===== src/rtl/rv32i_types.sv =====
// rtl/rv32i_types.sv - shared load unit types: funct3 codes, FSM states, CDB payload
package rv32i_types;

    localparam int LU_PHYS_W = 6;
    localparam int LU_ROB_W  = 5;

    typedef enum logic [2:0] {
        LD_LB  = 3'b000,
        LD_LH  = 3'b001,
        LD_LW  = 3'b010,
        LD_LBU = 3'b100,
        LD_LHU = 3'b101
    } load_funct3_t;

    typedef enum logic [2:0] {
        IDLE,
        REQ,
        WAIT,
        DONE,
        DRAIN
    } lu_state_t;

    typedef struct packed {
        logic                 valid;
        logic [LU_PHYS_W-1:0] rd_paddr;
        logic [LU_ROB_W-1:0]  rob_idx;
        logic [31:0]          data;
        logic                 exc;
    } lu_cdb_t;

endpackage


===== src/rtl/load_data_align.sv =====
// rtl/load_data_align.sv - byte mask, lane select/extension and misalign check for loads
module load_data_align
    import rv32i_types::*;
(
    input  logic [2:0]  funct3_i,
    input  logic [1:0]  offset_i,
    input  logic [31:0] rdata_i,
    output logic [3:0]  rmask_o,
    output logic [31:0] data_o,
    output logic        misalign_o
);

    logic [7:0]  b_sel;
    logic [15:0] h_sel;

    always_comb begin
        case (offset_i)
            2'd0:    b_sel = rdata_i[7:0];
            2'd1:    b_sel = rdata_i[15:8];
            2'd2:    b_sel = rdata_i[23:16];
            default: b_sel = rdata_i[31:24];
        endcase
        h_sel = offset_i[1] ? rdata_i[31:16] : rdata_i[15:0];
    end

    // misalign_o also covers funct3 codes that are not loads
    always_comb begin
        rmask_o    = 4'b0000;
        data_o     = 32'h0;
        misalign_o = 1'b0;
        case (funct3_i)
            LD_LB: begin
                rmask_o = 4'b0001 << offset_i;
                data_o  = {{24{b_sel[7]}}, b_sel};
            end
            LD_LBU: begin
                rmask_o = 4'b0001 << offset_i;
                data_o  = {24'h0, b_sel};
            end
            LD_LH: begin
                rmask_o    = 4'b0011 << offset_i;
                data_o     = {{16{h_sel[15]}}, h_sel};
                misalign_o = offset_i[0];
            end
            LD_LHU: begin
                rmask_o    = 4'b0011 << offset_i;
                data_o     = {16'h0, h_sel};
                misalign_o = offset_i[0];
            end
            LD_LW: begin
                rmask_o    = 4'b1111;
                data_o     = rdata_i;
                misalign_o = |offset_i;
            end
            default: misalign_o = 1'b1;
        endcase
    end

endmodule


===== src/rtl/load_unit.sv =====
// rtl/load_unit.sv - single-outstanding load execution unit between issue queue, dcache and CDB
module load_unit
    import rv32i_types::*;
#(
    parameter int PHYS_WIDTH    = LU_PHYS_W,
    parameter int ROB_IDX_WIDTH = LU_ROB_W
) (
    input  logic                     clk,
    input  logic                     rst,
    input  logic                     br_flush,
    input  logic                     iss_valid,
    input  logic [2:0]               iss_funct3,
    input  logic [31:0]              iss_imm,
    input  logic [31:0]              iss_rs1_data,
    input  logic [PHYS_WIDTH-1:0]    iss_rd_paddr,
    input  logic [ROB_IDX_WIDTH-1:0] iss_rob_idx,
    output logic                     stall_fu,
    output logic [31:0]              dmem_addr,
    output logic [3:0]               dmem_rmask,
    input  logic [31:0]              dmem_rdata,
    input  logic                     dmem_resp,
    output logic                     cdb_valid,
    output logic [PHYS_WIDTH-1:0]    cdb_rd_paddr,
    output logic [ROB_IDX_WIDTH-1:0] cdb_rob_idx,
    output logic [31:0]              cdb_data,
    output logic                     cdb_exc
);

    lu_state_t                state_q, state_d;
    logic [31:0]              addr_q, addr_d;
    logic [2:0]               funct3_q, funct3_d;
    logic [PHYS_WIDTH-1:0]    rd_q, rd_d;
    logic [ROB_IDX_WIDTH-1:0] rob_q, rob_d;
    lu_cdb_t                  cdb_q, cdb_d;

    logic [31:0] iss_addr;
    logic        in_flight;
    logic        accept;
    logic [2:0]  al_funct3;
    logic [1:0]  al_offset;
    logic [3:0]  al_rmask;
    logic [31:0] al_data;
    logic        al_misalign;

    assign iss_addr  = iss_rs1_data + iss_imm;
    assign in_flight = (state_q == REQ) || (state_q == WAIT) || (state_q == DRAIN);
    assign stall_fu  = in_flight;
    assign accept    = iss_valid && !in_flight && !br_flush;

    // One aligner: it checks the incoming load while idle and formats the outstanding one otherwise
    assign al_funct3 = in_flight ? funct3_q : iss_funct3;
    assign al_offset = in_flight ? addr_q[1:0] : iss_addr[1:0];

    load_data_align u_align (
        .funct3_i   (al_funct3),
        .offset_i   (al_offset),
        .rdata_i    (dmem_rdata),
        .rmask_o    (al_rmask),
        .data_o     (al_data),
        .misalign_o (al_misalign)
    );

    assign dmem_addr    = {addr_q[31:2], 2'b00};
    assign dmem_rmask   = (state_q == REQ) ? al_rmask : 4'b0000;
    assign cdb_valid    = cdb_q.valid;
    assign cdb_rd_paddr = cdb_q.rd_paddr;
    assign cdb_rob_idx  = cdb_q.rob_idx;
    assign cdb_data     = cdb_q.data;
    assign cdb_exc      = cdb_q.exc;

    always_ff @(posedge clk) begin
        if (rst) begin
            state_q  <= IDLE;
            addr_q   <= '0;
            funct3_q <= '0;
            rd_q     <= '0;
            rob_q    <= '0;
            cdb_q    <= '0;
        end else begin
            state_q  <= state_d;
            addr_q   <= addr_d;
            funct3_q <= funct3_d;
            rd_q     <= rd_d;
            rob_q    <= rob_d;
            cdb_q    <= cdb_d;
        end
    end

    always_comb begin
        state_d  = state_q;
        addr_d   = addr_q;
        funct3_d = funct3_q;
        rd_d     = rd_q;
        rob_d    = rob_q;
        cdb_d    = '0;
        case (state_q)
            IDLE, DONE: begin
                state_d = IDLE;
                if (accept) begin
                    addr_d   = iss_addr;
                    funct3_d = iss_funct3;
                    rd_d     = iss_rd_paddr;
                    rob_d    = iss_rob_idx;
                    if (al_misalign) begin
                        state_d        = DONE;
                        cdb_d.valid    = 1'b1;
                        cdb_d.exc      = 1'b1;
                        cdb_d.rd_paddr = iss_rd_paddr;
                        cdb_d.rob_idx  = iss_rob_idx;
                    end else begin
                        state_d = REQ;
                    end
                end
            end
            REQ, WAIT: begin
                if (br_flush) begin
                    state_d = dmem_resp ? IDLE : DRAIN;
                end else if (dmem_resp) begin
                    state_d        = DONE;
                    cdb_d.valid    = 1'b1;
                    cdb_d.rd_paddr = rd_q;
                    cdb_d.rob_idx  = rob_q;
                    cdb_d.data     = al_data;
                end else begin
                    state_d = WAIT;
                end
            end
            DRAIN: begin
                if (dmem_resp) state_d = IDLE;
            end
            default: state_d = IDLE;
        endcase
    end

    // A response with no request outstanding means the cache and this unit disagree
    always_ff @(posedge clk) begin
        if (!rst) assert (!(dmem_resp && !in_flight));
    end

endmodule

===== config.mk =====
export PLATFORM = sky130hd
export DESIGN_NAME = load_unit
export DESIGN_NICKNAME = d
export VERILOG_FILES = /design/src/rtl/rv32i_types.sv /design/src/rtl/load_data_align.sv /design/src/rtl/load_unit.sv
export SDC_FILE = /design/constraint.sdc
export NUM_CORES = 1
export LEC_CHECK = 0
export BUFFER_PORTS_ARGS = -buffer_cell sky130_fd_sc_hd__buf_2
export CAP_MARGIN = 20
export CORE_MARGIN = 2
export CORE_UTILIZATION = 35
export CTS_CLUSTER_SIZE = 12
export DETAILED_ROUTE_END_ITERATION = 12
export SKIP_CTS_REPAIR_TIMING = 1
export SYNTH_ARGS = -nofsm -noshare
export SYNTH_HDL_FRONTEND = slang
export SYNTH_SLANG_ARGS = --single-unit

===== constraint.sdc =====
create_clock -name clk -period 7.4 [get_ports clk]
set_input_delay 0.74 -clock clk [delete_from_list [all_inputs] [get_ports clk]]
set_output_delay 0.74 -clock clk [all_outputs]
set_load 0.01 [all_outputs]

==> metrics.md, run 1 <==
| Metric | Value |
|---|---|
| Maximum net fanout on the critical path | 13 |
| First-pass GRT wire length | 26,500 um |
| Synth area leader | dfxtp_1 |
| Initial core utilization | 35.70% |
| Mapped Area | 5670 sq um |
| Die height | 131.3 um |
| Critical Path RT | 6660 ps |
| Setup tns final | 0 ps |
| Initial antenna violation count | 2 |
| DP HPWL | 12,230 um |
| DP Worst Slack | 3602 ps |
| Clock root buffer | clkbuf_16 |
| Final worst slack | 3705 ps |
| H-Tree Depth | 3 |
| Clk Latency, worst-skew pair | 350 ps |
| Max Clock Skew | 9.295 ps |
| Core area | 15,890 sq um |
| Post-layout min period | 3695 ps |
| Die area | 17,240 sq um |
| Period utilization | 49.93% |
| Die Wd | 131.3 um |
| CTS buffer count | 9 |
| Final setup vio count | 0 |
| Avg Cell Area, Syn | 8.266 sq um |
| Reg clk slew, reported paths | 70 ps |
| Detailed Routing Iterations Pass 1 | 4 |
| Crit path max-delay cell type | mux2i_1 |
| I/O Buffers | 194 |
| Netlist cell types | 63 |
| Max_cap viols | 0 |
| DRT antenna net count | 0 |
| Synth area leaders | dfxtp_1 33%, ha_1 6.8%, a21oi_1 6.6% |
| HP Class | flop to flop |
| CTS tree | built |
| Remaining global-route overflow | 0 |
| Final Hold Fails | 0 |
| Layout Nets | 979 |
| Fmax | 270.6 MHz |
| Layout cells sized above 1 | 28.55% |
| Worst-Margin Slew | 1032 ps |
| Final instance area | 6879 sq um |
| Crit Path Class | flop to output pin |
| Relative slew margins | 30.66% |
| Post-DR wirelength/cell | 15.67 um |
| Post-Route WL | 16,520 um |
| CP endpoint kind | output pin |
| Pwr per Cell Area | 201.2 nW/um^2 |
| Async set-reset flop share out of synthesis | 0% |
| Final-report max-slew violation count | 0 |
| Final GP Congestion | 0.8399 |
| Crit path max-delay family | multiplexers |
| #FFs+latches synth | 94 |
| Top-area cell type share of the netlist area | 33.19% |
| IO Count | 197 |
| EDFF count, synth | 0 |
| Sink Count | 94 |
| Synth Flop Type | dfxtp_1 |
| Post-Synthesis Cells | 686 |
| Area grow syn2layout | 21.32% |
| Worst vdd ir | 117.9 uV |
| RSZ-0062 raised after global routing | false |
| Crit-path cells | o21ai_0 -> o21ai_4 -> mux2i_1 -> nand3_1 -> a21oi_1 -> buf_2 |
| Cell row count | 46 |
| Routed vias | 5,585 |
| Worst Path Buf+Inv | 1 |
| Vias in the first global route | 5,136 |
| Routed vias/inst | 5.299 |
| Largest net degree at the start of global routing | 53 |
| Most frequent cells after synthesis | 94 x dfxtp_1, 75 x a21oi_1, 75 x nand2_1 |
| Worst reg2reg setup slack | 4140 ps |
| Initial DRC count | 356 |
| Slowest cell delay on critical path | 860 ps |
| Status | completed |
| Top-count cell post-synth | dfxtp_1 |
| DP Area | 6565 sq um |
| Crit path launch type | flop |
| Leakage power | 3.243 nW |
| Post-route DRC | 0 |
| WHS | 454.5 ps |
| GRT Total Usage | 18.77% |
| CTS max path bufs | 2 |
| Synthesis Warnings | 0 |
| Worst EP arrival | 2950 ps |
| Sequential share of the synthesized area | 33.19% |
-- state kept, by name, indices dropped and copies added (netlist names) --
name	count
rd_q	6
cdb_data	32
state_q	3
cdb_valid	1
addr_q	32
rob_q	5
cdb_exc	1
cdb_rd_paddr	6
funct3_q	3
cdb_rob_idx	5
-- layer usage --
layer | vias to the layer above | share of wire (%) | global-route usage (%) | wire length [um]
met4 | 2 | 2.3 | 7.186 | 381
met2 | 195 | 44 | 28.22 | 7321
li1 | 2809 | - | - | -
met5 | - | 0.042 | 0 | 7
met3 | 27 | 5.8 | 4.552 | 958
met1 | 2552 | 48 | 25.94 | 7846
-- layout by cell type, fill, tap and decap left out, types with 11 or more instances in the layout --
| master | count |
|---|---|
| inv_1 | 14 |
| nor3_1 | 18 |
| ha_1 | 31 |
| a32oi_1 | 11 |
| nand2_1 | 74 |
| mux2i_1 | 11 |
| a21oi_1 | 75 |
| dfxtp_1 | 94 |
| buf_2 | 194 |
| nor2_1 | 33 |
| nand3_1 | 31 |
| a21o_1 | 31 |
| o21ai_0 | 30 |
| a211oi_1 | 13 |
| a22oi_1 | 11 |
-- stage by stage --
stage          std cells  util [%]  total power, mW
2_1_floorplan        687         -           0.8289
3_3_place_gp        1035     41.33           0.9282
3_5_place_dp        1035     41.33           0.9284
4_1_cts             1051     43.16            1.398
5_1_grt             1054     43.31            1.464
6_report            1054     43.31            1.384
-- logic make-up (layout without fill, tap and decap cells) --
family,count (synthesis),in the layout,share of synthesized area [%]
AO/OA/AOI/OAI,228,228,26.28
AND/OR/NAND/NOR,221,221,19.13
flip-flops,94,94,33.19
buffers and inverters,80,230,7.701
adder cells (fa/ha/maj),32,32,7.193
multiplexers,20,20,4.766
XOR/XNOR,10,10,1.677
other,1,3,0.06613
-- worst paths after layout --
path / to / startpoint / depth (start not counted)
worst min-delay path: funct3_q[2]$_SDFFE_PP0P_ / funct3_q[2]$_SDFFE_PP0P_ / 2
worst min register to register: funct3_q[2]$_SDFFE_PP0P_ / funct3_q[2]$_SDFFE_PP0P_ / 2
worst max register to register: cdb_data[22]$_SDFF_PP0_ / state_q[2]$_SDFFE_PP0P_ / 8
worst max-delay path: dmem_rmask[0] / state_q[2]$_SDFFE_PP0P_ / 6
-- cell type report --
class                   count  area [sq um]
diodes                      1         2.502
clock buffers              10         239.0
clock inverters             6         51.30
fillers                  1661          9006
inverters                  14         52.55
multi-input cells         513          3359
flip-flops and latches     94          1882
well taps                 216         270.3
repair buffers            200          1022
-- tightest hold or removal path, cell delays in order, from the launching register on --
cell     delay [ps]
dfxtp_1         310
nand2_1          50
a21oi_1          50
-- report_power, final --
part | switching, mW | internal (mW)
Combinational | 0.223 | 0.153
Sequential | 0.0123 | 0.530
Clock | 0.221 | 0.244
Power figures use the tool's default switching activity.
==> inputs of run 2 (changes only) <==
- ABC_AREA: default -> 1
- clock period: 7.4 -> 3.5 ns (I/O delays scaled with it)
==> run 2 against run 1 <==
- highest routed layer unchanged
- largest power group unchanged
- sequential share of layout area is 3.4 points lower
- routed wire length is 18% higher
- first-iteration DRC count grew 4.2%
- combinational power rose to 2.7 times the previous value
- die area is 17% higher
- register-to-register slack worse by 3000 ps
- area after synthesis rose by 18%
- largest cell class unchanged
- utilization down 1.3 points
- final area rose by 14%
- total power rose by 130%
- synthesized cell count increased by 59%
- hold slack lost 280 ps
==> metrics.md, run 2 <==
| Metric | Value |
|---|---|
| Crit-path cells | inv_1 -> nand2_2 -> nand3_2 -> nand2_2 -> nand2_1 -> o21ai_2 -> buf_4 -> nand2_1 -> nand2_1 -> nand3_1 -> a21oi_1 -> buf_2 |
| Clk Latency, worst-skew pair | 350 ps (about the same) |
| Worst-Margin Slew | 842.1 ps (-190.0 ps) |
| DP HPWL | 15,130 um (+24%) |
| Die Wd | 142.1 um (+8.2%) |
| Fill cell count | 2,040 (+23%) |
| Status | completed |
| Core area | 18,710 sq um (+18%) |
| R2R Path End | cdb_data[25]$_SDFF_PP0_ |
| Crit path from | state_q[1]$_SDFFE_PP0P_ |
| Clock root buffer | clkbuf_16 |
| Crit path launch type | flop |
| Max_cap viols | 0 (unchanged) |
| Initial DRC count | 371 (+4.2%) |
| Max Clock Skew | 7.994 ps (-1.301 ps) |
| Fmax | 354.3 MHz |
| CTS max path bufs | 2 (unchanged) |
| Detailed Routing Iterations Pass 1 | 5 (+1) |
| I/O Buffers | 194 (unchanged) |
| Leakage power | 4.436 nW (+37%) |
| Pwr per Cell Area | 401.2 nW/um^2 (+99%) |
| Layout cells sized above 1 | 20.95% (-7.6 points) |
| Setup tns final | 0 ps (unchanged) |
| GRT Total Usage | 19.24% (+0.47 points) |
| Top-count cell post-synth | nand2_1 |
| CP endpoint kind | output pin |
| Final-report max-slew violation count | 0 (unchanged) |
| RSZ-0062 raised after global routing | false |
| Final GP Congestion | 0.8832 (+5.2%) |
| Worst Path Buf+Inv | 3 (+2) |
| Final Hold Fails | 0 (unchanged) |
| Maximum net fanout on the critical path | 15 (+2) |
| Area grow syn2layout | 17.74% |
| Worst path most repeated cell | nand2_1 |
| Slowest cell delay on critical path | 390 ps (-470 ps) |
| Critical Path RT | 3150 ps (-3510 ps) |
| Worst reg2reg setup slack | 1110 ps (-3030 ps) |
| H-Tree Depth | 3 (unchanged) |
| Sink Count | 94 (unchanged) |
| Async set-reset flop share out of synthesis | 0% (unchanged) |
| Post-DR wirelength/cell | 13.11 um (-16%) |
| Post-route DRC | 0 (unchanged) |
| Post-Route WL | 19,410 um (+18%) |
| Sequential share of the synthesized area | 28.21% (-5.0 points) |
| Relative slew margins | 43.80% (+13 points) |
| EDFF count, synth | 0 (unchanged) |
| CTS buffer count | 9 (unchanged) |
| Layout Nets | 1,388 (+42%) |
| #FFs+latches synth | 94 (unchanged) |
| Routed vias | 6,943 (+24%) |
| Commonest non-fill, non-tap cell in the layout | nand2_1 |
| Crit path max-delay family | simple AND/OR/NAND/NOR gates |
| Die area | 20,180 sq um (+17%) |
| Vias in the first global route | 6,359 (+24%) |
| Final setup vio count | 0 (unchanged) |
| Period utilization | 80.65% |
| Largest net degree at the start of global routing | 53 (unchanged) |
| Initial antenna violation count | 0 (-2) |
| Crit path max-delay cell type | dfxtp_1 |
| Post-Synthesis Cells | 1,093 (+59%) |
| Cell row count | 50 (+8.7%) |
| Reg clk slew, reported paths | 70 ps (about the same) |
| Synth Flop Type | dfxtp_1 |
| Worst vdd ir | 216.9 uV (+84%) |
| Top-area cell type share of the netlist area | 28.21% (-5.0 points) |
| Worst EP arrival | 2470 ps (-480 ps) |
| HP Class | input pin to flop |
| CTS tree | built |
| Synthesis Warnings | 0 (unchanged) |
| Tot Pwr | 3.152 mW (+130%) |
| First-pass GRT wire length | 31,000 um (+17%) |
| Most frequent cells after synthesis | 310 x nand2_1, 177 x inv_1, 157 x nor2_1 |
| Mapped Area | 6671 sq um (+18%) |
| Routed vias/inst | 4.691 (-11%) |
| CP endpoint | dmem_rmask[1] |
| Most frequent cells in the layout | 310 x nand2_1, 194 x buf_2, 176 x inv_1, 157 x nor2_1, 94 x dfxtp_1 |
| Worst R2R Path Depth | 10 (+2) |
| DRT antenna net count | 0 (unchanged) |
| Netlist cell types | 35 (-44%) |
| Post-layout min period | 2823 ps |
| # diodes | 0 (-1) |
| Avg Cell Area, Syn | 6.104 sq um (-26%) |
| Synth area leader | dfxtp_1 |
| IO Count | 197 (unchanged) |
| RR Startpoint | state_q[1]$_SDFFE_PP0P_ |
| Die height | 142.1 um (+8.2%) |
| Remaining global-route overflow | 0 (unchanged) |
| Critical path depth | 12 (+6) |
| Synth area leaders | dfxtp_1 28%, nand2_1 17%, inv_1 10% |
| Crit Path Class | flop to output pin |
| Initial core utilization | 35.67% (about the same) |
[run 2: changes by cell type in the layout (fill, tap and decap cells not counted), moves of 11 or more]
cell      delta
nor3_1      -11
mux2i_1     -11
nand3_1     +37
nand2_1    +236
a21oi_2     +20
a32oi_1     -11
a22oi_1     -11
a21o_1      -31
nor2_1     +124
inv_1      +162
a211oi_1    -11
[run 2: logic make-up (layout without fill, tap and decap cells)]
logic type                 Yosys count  count (layout)  share of synthesized area (%)
xor gates and xnor gates            12              12                          1.575
DFF                                 94              94                          28.21
buffers and inverters              242             394                          16.19
adders and majority gates           32              32                          6.114
and+or+nand+nor                    570             570                          35.33
other                                1               2                        0.05621
AOI/OAI and AO/OA                  142             142                          12.53
[run 2: power breakdown]
group	switching (mW)	total, mW	internal [mW]
Combinational	0.683	1.03	0.348
Sequential	0.0281	1.15	1.13
Clock	0.470	0.966	0.496
[run 2: final cells by class]
class	instances	area, sq um	area share [%]
clock inverter	6	53.80	0.6849
sequential	94	1882	23.96
inverter	178	668.1	8.506
tap	234	292.8	3.727
clock buffer	10	229.0	2.915
timing repair buffer	200	1016	12.93
multi-input combinational	758	3714	47.28
[run 2: worst min-delay path by stage]
stage | from | to | slack, ps | cells after the start
finish | dmem_resp | state_q[2]$_SDFFE_PP0P_ | 180 | 2
detailed placement | rob_q[3]$_SDFFE_PP0P_ | cdb_rob_idx[3]$_SDFF_PP0_ | 460 | 2
global route | dmem_resp | state_q[2]$_SDFFE_PP0P_ | 190 | 2
global placement | rob_q[4]$_SDFFE_PP0P_ | rob_q[4]$_SDFFE_PP0P_ | 450 | 2
floorplan | dmem_resp | state_q[2]$_SDFFE_PP0P_ | 430 | 1
CTS | dmem_resp | state_q[2]$_SDFFE_PP0P_ | 160 | 2
[run 2: metrics by stage]
step                      cell area, sq um  hold WS (ps)  instances  setup slack, ps  util, %
final                                 7855         176.8       1480            677.1    41.99
after global routing                  7855         192.3       1480            444.5    41.99
after CTS                             7855         163.1       1480            667.2    41.99
after detailed placement              7572         455.2       1464            748.4    40.48
after global placement                7572         452.8       1464            795.5    40.48
after floorplan                       6675         428.5       1094             1358        -
[run 2: layer usage]
layer  global-route usage (%)  part of all wire, %
met5                        0                0.031
met4                    8.211                  3.1
met3                    3.096                  6.1
met2                    32.90                   47
met1                    23.95                   44
==> inputs of run 3 (changes only) <==
- clock period: 3.5 -> 2.9 ns (I/O delays scaled with it)
==> run 3 against run 2 <==
- global-route usage is 0.18 points lower
- hold slack worse by 58 ps
- total power rose by 21%
- critical path depth fell by 3
- sequential cell count stayed put
- combinational power up 21%
- die area did not move
- clock power rose by 20%
- setup slack got worse by 450 ps
- final area rose by 0.24%
- clock-buffer cell count unchanged
- critical path type unchanged
- critical endpoint unchanged
- largest cell class unchanged
- highest routed layer unchanged
==> metrics.md, run 3 (same netlist as run 2, synthesis figures left out) <==
| Metric | Value |
|---|---|
| I/O Buffers | 194 (unchanged) |
| Worst vdd ir | 240.8 uV (+11%) |
| Post-layout min period | 2678 ps |
| Vias in the first global route | 6,455 (+1.5%) |
| H-Tree Depth | 3 (unchanged) |
| Die height | 142.1 um (unchanged) |
| Clock root buffer | clkbuf_16 |
| RSZ-0062 raised after global routing | false |
| Remaining global-route overflow | 0 (unchanged) |
| Post-DR wirelength/cell | 12.93 um (-1.4%) |
| Initial DRC count | 323 (-13%) |
| Initial core utilization | 35.67% (unchanged) |
| Relative slew margins | 57.31% (+14 points) |
| Post-route DRC | 0 (unchanged) |
| Commonest non-fill, non-tap cell in the layout | nand2_1 |
| Crit path launch type | flop |
| Max Clock Skew | 8.602 ps (+0.6085 ps) |
| Net Sw Frac | 37.38% (-0.12 points) |
| Crit-path cells | nand2_1 -> nand3_2 -> nand2_2 -> o21ai_2 -> nand2_1 -> nand2_1 -> nand3_1 -> a21oi_1 -> buf_2 |
| Final Hold Fails | 0 (unchanged) |
| Status | completed |
| Most frequent cells in the layout | 310 x nand2_1, 194 x buf_2, 176 x inv_1, 157 x nor2_1, 94 x dfxtp_1 |
| Routed vias | 6,949 (+0.086%) |
| Fmax | 373.5 MHz |
| Critical Path RT | 2610 ps (-540 ps) |
| RR Startpoint | state_q[1]$_SDFFE_PP0P_ |
| Die Wd | 142.1 um (unchanged) |
| Cell row count | 50 (unchanged) |
| Initial antenna violation count | 0 (unchanged) |
| Combinational power share | 32.7% (about the same) |
| Maximum net fanout on the critical path | 15 (unchanged) |
| Internal power | 2.383 mW (+21%) |
| Post-Route WL | 19,160 um (-1.3%) |
| Period utilization | 92.33% |
| Final setup vio count | 0 (unchanged) |
| CP endpoint kind | output pin |
| Worst path most repeated cell | nand2_1 |
| Final-report max-slew violation count | 0 (unchanged) |
| GRT Total Usage | 19.05% (-0.18 points) |
| HP Class | input pin to flop |
| Clk Latency, worst-skew pair | 360 ps (about the same) |
| Area grow syn2layout | 18.02% |
| Leakage power | 4.437 nW (about the same) |
| Sink Count | 94 (unchanged) |
| Worst-Margin Slew | 640.2 ps (-201.9 ps) |
| WHS | 118.8 ps (-58.00 ps) |
| DRT antenna net count | 0 (unchanged) |
| Layout cells sized above 1 | 20.95% (unchanged) |
| First-pass GRT wire length | 30,910 um (-0.29%) |
| CTS max path bufs | 2 (unchanged) |
| Crit path max-delay cell type | o21ai_2 |
| Clock power share | 30.6% (about the same) |
| Seq pwr share | 36.7% (about the same) |
| CTS buffer count | 9 (unchanged) |
| Core area | 18,710 sq um (unchanged) |
| Detailed Routing Iterations Pass 1 | 5 (unchanged) |
| Layout Nets | 1,388 (unchanged) |
| Crit Path Class | flop to output pin |
| CTS tree | built |
| Die area | 20,180 sq um (unchanged) |
| Slowest cell delay on critical path | 570 ps (+180 ps) |
| Crit path from | state_q[1]$_SDFFE_PP0P_ |
| Worst EP arrival | 2390 ps (-80 ps) |
| Hold Crit Start | dmem_resp |
| Final GP Congestion | 0.8941 (+1.2%) |
| Pwr per Cell Area | 483.3 nW/um^2 (+20%) |
| Sw power | 1.422 mW (+20%) |
| Max_cap viols | 0 (unchanged) |
| Setup tns final | 0 ps (unchanged) |
| Largest net degree at the start of global routing | 51 (-3.8%) |
| DP HPWL | 15,000 um (-0.84%) |
| Reg clk slew, reported paths | 70 ps (about the same) |
| IO Count | 197 (unchanged) |
| Routed vias/inst | 4.689 (about the same) |
-- run 3: cell count changes in the layout (fill, tap and decap cells not counted) --
cell        delta
buf_4          -1
inv_6          -1
inv_8          +1
diode_2        +2
clkinvlp_4     +1
buf_12         +1
clkinv_4       -1
-- run 3: power groups by stage --
stage | combinational (mW) | sequential (mW) | clock, mW
6_report | 1.25 | 1.40 | 1.16
2_1_floorplan | 0.947 | 1.42 | 0
4_1_cts | 1.25 | 1.40 | 1.20
3_3_place_gp | 1.23 | 1.43 | 0
5_1_grt | 1.42 | 1.40 | 1.24
3_5_place_dp | 1.24 | 1.43 | 0
-- run 3: final timing paths --
check,to,slack [ps],cells after the start
max reg2reg,cdb_data[22]$_SDFF_PP0_,490,8
min reg2reg,rob_q[1]$_SDFFE_PP0P_,470,2
min,state_q[2]$_SDFFE_PP0P_,120,2
max,dmem_rmask[1],220,9
-- run 3: final cells by class --
class | count | area [sq um]
Fill cell | 2039 | 10830
Multi-Input combinational cell | 758 | 3714
Sequential cell | 94 | 1882
Timing Repair Buffer | 200 | 1028
Inverter | 178 | 668.1
Tap cell | 234 | 292.8
Clock buffer | 10 | 229.0
Clock inverter | 6 | 55.05
Antenna cell | 2 | 5.005
-- run 3: metrics by stage --
step | util, % | setup slack, ps | std cells | instance area (sq um) | total power [mW]
after floorplan | - | 878.2 | 1094 | 6675 | 2.368
after global placement | 40.55 | 462.4 | 1464 | 7585 | 2.658
after detailed placement | 40.55 | 434.4 | 1464 | 7585 | 2.668
after CTS | 42.07 | 216.3 | 1480 | 7869 | 3.849
after global routing | 42.07 | 25.53 | 1480 | 7869 | 4.066
final | 42.09 | 222.4 | 1482 | 7874 | 3.806
-- run 3: layer usage --
layer  up-vias  share of wire [%]  GRT usage, %
met3        34                5.5         2.860
met1      3047                 45         23.90
met5         -               0.21             0
li1       3649                  -             -
met4         2                2.9         8.789
met2       217                 47         32.21
-- run 3: critical path, delay by kind of cell (launching register included) --
family | cells | cell delay [ps]
AND/OR/NAND/NOR | 6 | 710
flip-flops | 1 | 390
buffers and inverters | 1 | 160
AO/OA/AOI/OAI | 2 | 770
